**src/rtl/equihash_mem_arbiter.sv**
```systemverilog
// Round-robin arbiter sharing the external memory command port between the equihash engines.
// One burst outstanding at a time, with a completion watchdog and a synchronous flush.
module equihash_mem_arbiter #(
    parameter int NUM_REQ = 4,
    parameter int ADDR_W  = 24,
    parameter int LEN_W   = 4,
    parameter int TIMEOUT = 1023
) (
    input  logic                      eclk,
    input  logic                      rstb,
    input  logic [NUM_REQ-1:0]        req,
    input  logic [NUM_REQ-1:0]        req_wr,
    input  logic [NUM_REQ*ADDR_W-1:0] req_addr,
    input  logic [NUM_REQ*LEN_W-1:0]  req_len,
    output logic [NUM_REQ-1:0]        gnt,
    output logic [NUM_REQ-1:0]        done,
    output logic                      mem_cmd_valid,
    input  logic                      mem_cmd_ready,
    output logic                      mem_cmd_wr,
    output logic [ADDR_W-1:0]         mem_cmd_addr,
    output logic [LEN_W-1:0]          mem_cmd_len,
    input  logic                      mem_done,
    input  logic                      flush,
    output logic [1:0]                owner,
    output logic                      busy,
    output logic                      err_timeout,
    output logic [1:0]                dbg_state
);

    localparam int WD_W = $clog2(TIMEOUT + 1);

    typedef enum logic [1:0] {
        ST_IDLE  = 2'd0,
        ST_ISSUE = 2'd1,
        ST_WAIT  = 2'd2
    } state_t;

    state_t              r_state;
    logic [1:0]          r_rr_ptr;
    logic [1:0]          r_owner;
    logic [NUM_REQ-1:0]  r_gnt;
    logic [NUM_REQ-1:0]  r_done;
    logic                r_valid;
    logic                r_wr;
    logic [ADDR_W-1:0]   r_addr;
    logic [LEN_W-1:0]    r_len;
    logic                r_busy;
    logic                r_err;
    logic [WD_W-1:0]     r_wdog;
    logic                r_flushed;

    state_t              w_state_nxt;
    logic [1:0]          w_rr_nxt;
    logic [1:0]          w_owner_nxt;
    logic [NUM_REQ-1:0]  w_gnt_nxt;
    logic [NUM_REQ-1:0]  w_done_nxt;
    logic                w_valid_nxt;
    logic                w_wr_nxt;
    logic [ADDR_W-1:0]   w_addr_nxt;
    logic [LEN_W-1:0]    w_len_nxt;
    logic                w_err_nxt;
    logic [WD_W-1:0]     w_wdog_nxt;
    logic                w_flushed_nxt;

    logic                w_found;
    logic [1:0]          w_pick;
    logic [2:0]          w_sum;
    logic [1:0]          w_owner_inc;

    // Scan from r_rr_ptr upwards with wrap; the first set request wins.
    always_comb begin
        w_found = 1'b0;
        w_pick  = 2'd0;
        w_sum   = 3'd0;
        for (int i = 0; i < NUM_REQ; i++) begin
            w_sum = {1'b0, r_rr_ptr} + 3'(i);
            if (w_sum >= 3'(NUM_REQ)) begin
                w_sum = w_sum - 3'(NUM_REQ);
            end
            if (!w_found && req[w_sum[1:0]]) begin
                w_found = 1'b1;
                w_pick  = w_sum[1:0];
            end
        end
    end

    assign w_owner_inc = (r_owner == 2'(NUM_REQ - 1)) ? 2'd0 : r_owner + 2'd1;

    // Command handshake: mem_cmd_valid and the mem_cmd_* fields stay stable until a cycle
    // with mem_cmd_valid && mem_cmd_ready; that cycle transfers exactly one burst command.
    always_comb begin
        w_state_nxt   = r_state;
        w_rr_nxt      = r_rr_ptr;
        w_owner_nxt   = r_owner;
        w_gnt_nxt     = '0;
        w_done_nxt    = '0;
        w_valid_nxt   = r_valid;
        w_wr_nxt      = r_wr;
        w_addr_nxt    = r_addr;
        w_len_nxt     = r_len;
        w_err_nxt     = r_err & ~flush;
        w_wdog_nxt    = r_wdog;
        w_flushed_nxt = r_flushed;

        case (r_state)
            ST_IDLE: begin
                w_valid_nxt   = 1'b0;
                w_flushed_nxt = 1'b0;
                if (flush) begin
                    w_rr_nxt = 2'd0;
                end else if (w_found) begin
                    w_owner_nxt = w_pick;
                    w_wr_nxt    = req_wr[w_pick];
                    w_addr_nxt  = req_addr[w_pick*ADDR_W +: ADDR_W];
                    w_len_nxt   = req_len[w_pick*LEN_W +: LEN_W];
                    w_valid_nxt = 1'b1;
                    w_state_nxt = ST_ISSUE;
                end
            end
            ST_ISSUE: begin
                if (mem_cmd_ready) begin
                    // A flush racing the handshake loses; the burst is already committed.
                    w_valid_nxt        = 1'b0;
                    w_gnt_nxt[r_owner] = 1'b1;
                    w_wdog_nxt         = '0;
                    w_flushed_nxt      = flush;
                    w_state_nxt        = ST_WAIT;
                end else if (flush) begin
                    w_valid_nxt = 1'b0;
                    w_rr_nxt    = 2'd0;
                    w_state_nxt = ST_IDLE;
                end
            end
            ST_WAIT: begin
                w_wdog_nxt = r_wdog + 1'b1;
                if (flush) begin
                    w_flushed_nxt = 1'b1;
                end
                if (mem_done) begin
                    if (!(r_flushed || flush)) begin
                        w_done_nxt[r_owner] = 1'b1;
                    end
                    w_rr_nxt      = w_owner_inc;
                    w_flushed_nxt = 1'b0;
                    w_state_nxt   = ST_IDLE;
                end else if (r_wdog == WD_W'(TIMEOUT - 1)) begin
                    w_err_nxt     = 1'b1;
                    w_rr_nxt      = w_owner_inc;
                    w_flushed_nxt = 1'b0;
                    w_state_nxt   = ST_IDLE;
                end
            end
            default: begin
                w_valid_nxt = 1'b0;
                w_state_nxt = ST_IDLE;
            end
        endcase
    end

    always_ff @(posedge eclk or negedge rstb) begin
        if (!rstb) begin
            r_state   <= ST_IDLE;
            r_rr_ptr  <= 2'd0;
            r_owner   <= 2'd0;
            r_gnt     <= '0;
            r_done    <= '0;
            r_valid   <= 1'b0;
            r_wr      <= 1'b0;
            r_addr    <= '0;
            r_len     <= '0;
            r_busy    <= 1'b0;
            r_err     <= 1'b0;
            r_wdog    <= '0;
            r_flushed <= 1'b0;
        end else begin
            r_state   <= w_state_nxt;
            r_rr_ptr  <= w_rr_nxt;
            r_owner   <= w_owner_nxt;
            r_gnt     <= w_gnt_nxt;
            r_done    <= w_done_nxt;
            r_valid   <= w_valid_nxt;
            r_wr      <= w_wr_nxt;
            r_addr    <= w_addr_nxt;
            r_len     <= w_len_nxt;
            r_busy    <= (w_state_nxt != ST_IDLE);
            r_err     <= w_err_nxt;
            r_wdog    <= w_wdog_nxt;
            r_flushed <= w_flushed_nxt;
        end
    end

    assign gnt           = r_gnt;
    assign done          = r_done;
    assign mem_cmd_valid = r_valid;
    assign mem_cmd_wr    = r_wr;
    assign mem_cmd_addr  = r_addr;
    assign mem_cmd_len   = r_len;
    assign owner         = r_owner;
    assign busy          = r_busy;
    assign err_timeout   = r_err;
    assign dbg_state     = r_state;

endmodule

```
**config.mk**
```make
export PLATFORM = sky130hd
export DESIGN_NAME = equihash_mem_arbiter
export DESIGN_NICKNAME = d
export VERILOG_FILES = /design/src/rtl/equihash_mem_arbiter.sv
export SDC_FILE = /design/constraint.sdc
export NUM_CORES = 1
export LEC_CHECK = 0
export BUFFER_PORTS_ARGS = -buffer_cell sky130_fd_sc_hd__buf_2
export CELL_PAD_IN_SITES_DETAIL_PLACEMENT = 0
export CELL_PAD_IN_SITES_GLOBAL_PLACEMENT = 2
export CORE_UTILIZATION = 26
export CTS_CLUSTER_DIAMETER = 60
export DETAILED_ROUTE_END_ITERATION = 8
export PLACE_DENSITY_LB_ADDON = 0.1
export SLEW_MARGIN = 20
export SYNTH_ARGS = -nofsm -noshare
export SYNTH_HDL_FRONTEND = slang
export SYNTH_SLANG_ARGS = --single-unit
```
**constraint.sdc**
```tcl
create_clock -name eclk -period 1.91 [get_ports eclk]
set_input_delay 0.2865 -clock eclk [delete_from_list [all_inputs] [get_ports eclk]]
set_output_delay 0.2865 -clock eclk [all_outputs]
set_load 0.02 [all_outputs]
```
==> Word level (Yosys, flattened, before mapping) <==
Cells that the tools add are included.
{ "totals": {"register_bits": 57, "inputBits": 125, "out_inout_bits": 44, "elab_cells": 122} }
{ "classes": {"n_addsub": 9, "mul": 1, "n_lt_le_gt_ge": 11, "n_eq_ne": 9, "shift": 2, "mux": 57, "n_bitwise": 3, "n_reduce_logical": 17} }
{ "ops": {"columns": ["cell", "count"], "rows": [
  ["96-bit by 8-bit variable part select with 24-bit output", 1],
  ["2-bit two-way mux", 19],
  ["1-bit two-way mux", 21],
  ["4-bit two-way mux", 5],
  ["10-bit case mux with 2 select lines", 1],
  ["2-bit by 3-bit less-than comparator with 1-bit output (second input constant)", 6],
  ["16-bit by 5-bit variable part select with 4-bit output", 1],
  ["2-bit case mux with 3 select lines", 2],
  ["10-bit by 1-bit adder with 10-bit output (second input constant)", 1],
  ["1-bit binary-select mux with 2-bit select", 5],
  ["10-bit equality test (second input constant)", 1],
  ["10-bit two-way mux", 1],
  ["3-bit >= comparator (second input constant)", 3],
  ["3-bit AND reduction", 3],
  ["2-bit by 1-bit subtractor with 2-bit output (second input constant)", 4],
  ["2-bit by 2-bit adder with 3-bit output (second input constant)", 2],
  ["3-bit inequality test (second input constant)", 2],
  ["1-bit case mux with 3 select lines", 2],
  ["2-bit equality test (second input constant)", 2],
  ["1-bit logical AND", 4],
  ["2-bit by 2-bit multiplier with 4-bit output (second input constant)", 1],
  ["2-bit inequality test (second input constant)", 2],
  ["4-bit inequality test (second input constant)", 1],
  ["2-bit AND reduction", 2],
  ["13 further kinds", 17]
]} }

==> Longest topological paths before layout <==
{ "depth": {"depth_word": 18, "depth_mapped": 8, "depth_no_buf": 6} }

==> Least setup slack after synthesis <==
Ideal clock, no wire load.
{ "synth_path": {"path_type": "reg2reg", "startpoint": "reg r_state[0], in the netlist dbg_state[0]", "endpoint": "reg r_wdog[8]", "setup_time_ns": 0.078, "arrival_time_ns": 1.795, "required_ns": 1.832, "path_slack_ns": 0.037, "path_stages_with_launch": 8, "path_buffers": 1, "cell_sequence": "dfrtp_1 -> inv_1 -> ha_1 -> clkbuf_1 -> mux2_2 -> nand3_1 -> or3_1 -> a21oi_1"} }
{ "synth_between": {"elab_chain_len": 3} }
{ "synth_lines": {"columns": ["element", "line_no", "rtl"], "rows": [
  ["from (decl)", "38", "state_t r_state;"],
  ["from (signal assigned)", "176", "r_state <= w_state_nxt;"],
  ["2-bit by 1-bit equality test with 1-bit output or 2-bit equality test (tied branches)", "105", "case (r_state)"],
  ["2-bit inequality test (no source line) or 2-bit nonzero test (tied branches)", null, null],
  ["2-bit AND reduction (no source line)", null, null],
  ["to (signal assigned)", "187", "r_wdog <= w_wdog_nxt;"],
  ["to (decl)", "49", "logic [WD_W-1:0] r_wdog;"]
]} }
Parallel ways exist; a longest one is shown, timed or not.
A chain may end at the register's enable or synchronous reset.

==> Worst setup path in the final report <==
{ "layout_path": {"startpoint": "reg r_rr_ptr[1]", "endpoint": "reg r_addr[1], in the netlist mem_cmd_addr[1]"} }
{ "layout_between": {"elab_chain_len": 16} }
{ "layout_lines": {"columns": ["element", "line_no", "rtl"], "rows": [
  ["from (decl)", "39", "logic [1:0] r_rr_ptr;"],
  ["from (signal assigned)", "177", "r_rr_ptr <= w_rr_nxt;"],
  ["branches (longest 16 deep; another with 2-bit by 1-bit adder with 3-bit output)", null, null],
  ["to (signal assigned)", "183", "r_addr <= w_addr_nxt;"],
  ["to (decl)", "45", "logic [ADDR_W-1:0] r_addr;"]
]} }
Parallel ways; which one is timed is not known. The select of a mux whose other input is x is not followed.

==> impl_metrics.csv <==
group,metric,value,unit
grt,grt_max_degree,58,
sta,setup_viol,0,
worst_setup_path,crit_slowest_cell,"dfrtp_1",
worst_setup_path,cp_cell_sequence,"mux2_4 -> o221ai_4 -> buf_12 -> buf_4 -> mux2i_1 -> o221ai_1",
worst_setup_path,critPathLaunchType,"register",
pwr,pwr-share-seq,29.9,%
sta,fin_crit_sh,95.1,%
layout,antenna_cells,0,
yosys,synth_seq_cells,57,
clock_tree,cts_buffers,9,
sta,max_freq,550,MHz
outcome,status,"finished, final reports clean",
floorplanning,core-area,0.0122,mm2
flow_run,cap_violations,0,
sta,fin_tns_setup,0,ps
grt,grt_pass1_wl,15200,um
placed_design,place_congestion,0.780,
clock_tree,cts_max_level,3,
yosys,async_reset_ff_share,100,%
detailed_routing,via_count,3069,
layout,syn_to_final_growth,45.9,%
floorplanning,die_width,115,um
yosys,synth_sequential_area_ratio,43.2,%
floorplanning,die_height,115,um
worst_setup_path,critical-path-max-stage-delay,400,ps
sta,holdWs,263,ps
yosys,ys.flop_type,"dfrtp_1",
worst_setup_path,required,2100,ps
grt,grt_overflow_total,0,
placed_design,port_buffers,168,
floorplanning,io_pins,169,
pwr,swShare,38.7,%
clock_tree,cts_root_buf,"clkbuf_16",
worst_setup_path,crit_type,"register to register",
worst_setup_path,ff2ff_setup_slack,90,ps
detailed_routing,drc,0,
grt,antenna_found_initial,0,
yosys,synth_cells,310,
placed_design,pre_cts_slack,-98.3,ps
yosys,ys_types,45,
worst_setup_path,crit_arrival,2010,ps
yosys,synth.avg_cell_area,10.7,um2
pwr,switching_power,2390,uW
min_path,hold_class,"input port to register",
clock_tree,clk_latency,330,ps
detailed_routing,drt_iter0_drc,81,
pwr,p_leak,0.00262,uW
sta,maxSlewHeadroom,76.5,%
clock_tree,clockBufferDepth,2,
yosys,synth_edf_count,0,
pwr,intPower,3780,uW
sta,rsz0062_at_grt,"yes",
floorplanning,dieArea,0.0132,mm2
layout,drive_gt1_share,43.1,%
detailed_routing,postRouteAntennaNets,0,
sta,fin_ws,92.7,ps
yosys,synth_area,0.00330,mm2
pwr,ir_drop,0.409,mV
placed_design,place_area,0.00445,mm2
layout,fill_cells,1254,
pwr,total_power,6170,uW
yosys,yosysWarnings,0,
detailed_routing,routed_wl,10100,um
worst_setup_path,cp-end-kind,"register",
layout,final_nets,632,
yosys,syn-num-nets,445,
layout,final_area,0.00482,mm2
detailed_routing,vias_per_cell,4.59,
grt,grt_pass1_vias,3035,
sta,finalHoldViolCount,0,
worst_setup_path,cp_max_fo,9,
clock_tree,clk_pin_slew,50,ps
sta,worst_pin_slew,350,ps
sta,skew,5.70,ps
clock_tree,tritoncts,"built",
detailed_routing,wl_per_cell,15.1,um
grt,grtUsageTotal,15.6,%
placed_design,hpwl,7260,um
sta,period_needed,1820,ps
floorplanning,initial_core_util,27.0,%
pwr,power_frac_comb,46.7,%
pwr,clkPwrFrac,23.4,%
clock_tree,cts_sinks,57,
detailed_routing,dr.pass1.iters,5,
sta,slew_viol_final,0,
pwr,power_density,1280,mW/mm2
floorplanning,rows,40,
metal layers:
layer | wire, um | vias to the layer above | track usage, %
li1 | - | 1521 | -
met1 | 4300 | 1431 | 18.5
met2 | 5010 | 100 | 25.7
met3 | 587 | 17 | 4.71
met4 | 225 | 0 | 7.53
met5 | 0 | - | 0
final timing paths:
check / from / endpoint / depth (start not counted)
max in group asynchronous: rstb / r_wdog[5]$_DFFE_PN0P_ / 3
hold reg to reg: mem_cmd_addr[2]$_DFFE_PN0P_ / mem_cmd_addr[2]$_DFFE_PN0P_ / 2
setup reg to reg: r_rr_ptr[1]$_DFFE_PN0P_ / mem_cmd_addr[1]$_DFFE_PN0P_ / 6
setup / recovery: r_rr_ptr[1]$_DFFE_PN0P_ / mem_cmd_addr[1]$_DFFE_PN0P_ / 6
min in group asynchronous: rstb / mem_cmd_len[2]$_DFFE_PN0P_ / 3
hold / removal: req_addr[27] / mem_cmd_addr[3]$_DFFE_PN0P_ / 3
timing repair:
item / in CTS / in global routing
hold buffers: 1 / 0
setup buffers: 3 / 0
gates resized for setup: 0 / 10
endpoints found under the setup margin: 28 / 12
pin swaps: 1 / 0
gates cloned: 0 / 1
endpoints found under the hold margin: 57 / 0
layout by cell type (no fill, tap or decap), drive strengths merged, types with 2 or more instances in the layout:
cell type	n
nor2b	5
a21o	2
o221ai	30
nor2	7
nand3	6
ha	10
and3	6
dfrtp	57
inv	9
mux2i	60
o21ai	11
xor2	5
and2	7
nand2b	3
nand4	4
o31ai	2
nand2	42
or3	2
clkbuf	16
buf	193
mux2	3
a21oi	3
nor3b	2
per-stage QoR:
step | util, % | instances
2_1_floorplan | - | 310
3_3_place_gp | 36.4 | 649
3_5_place_dp | 36.4 | 649
4_1_cts | 38.9 | 668
5_1_grt | 39.5 | 669
6_report | 39.5 | 669
worst max-delay path, delay by kind of cell, from the launching register on:
family	cells	cell delay, ps
muxes	2	560
DFF	1	400
AOI/OAI and AO/OA	2	360
buffers and inverters	2	350
area by class of cell:
| class | instances | area [um2] | area share, % |
|---|---|---|---|
| repair buffers | 195 | 1150 | 23.9 |
| inverters | 9 | 33.8 | 0.701 |
| clock buffers | 15 | 258 | 5.35 |
| well taps | 168 | 210 | 4.36 |
| multi-input cells | 225 | 1740 | 36.1 |
| flip-flops and latches | 57 | 1430 | 29.6 |
flip-flops by register name (all words and copies together), names as in the netlist, 2 cells and up:
signal        count
mem_cmd_len       4
owner             2
r_rr_ptr          2
mem_cmd_addr     24
done              4
gnt               4
dbg_state         2
r_wdog           10
synthesized netlist by cell type (2+ instances only):
cell / n / area, um2
mux2i_1: 60 / 601
dfrtp_1: 57 / 1430
nand2_1: 41 / 154
o221ai_1: 29 / 254
ha_1: 10 / 125
inv_1: 9 / 33.8
o21ai_0: 9 / 45.0
and2_1: 7 / 43.8
nor2_1: 7 / 26.3
and3_1: 6 / 37.5
buf_2: 6 / 30.0
nand3_1: 6 / 30.0
buf_4: 5 / 37.5
clkbuf_1: 5 / 18.8
nor2b_1: 5 / 31.3
xor2_1: 5 / 43.8
nand4_1: 4 / 25.0
a21oi_1: 3 / 15.0
buf_8: 3 / 45.0
nand2b_1: 3 / 18.8
a21o_1: 2 / 15.0
nor3b_1: 2 / 15.0
o21ai_1: 2 / 10.0
o31ai_1: 2 / 15.0
or3_1: 2 / 12.5
power groups by stage:
stage / registers, uW / logic [uW] / clock network (uW)
floorplan: 2300 / 1330 / 0
global placement: 1860 / 2810 / 0
detailed placement: 1860 / 2800 / 0
CTS: 1850 / 2850 / 1500
global route: 1900 / 3150 / 1550
finish: 1840 / 2880 / 1440
cell families after synthesis:
kind of cell	after synthesis	share of synthesized area (%)
flip-flops	57	43.2
XOR/XNOR	5	1.33
multiplexers	63	19.3
buffers and inverters	28	5.00
AO/OA/AOI/OAI	57	13.9
AND/OR/NAND/NOR	90	13.4
adder cells (fa/ha/maj)	10	3.79
Power figures use the tool's default switching activity.
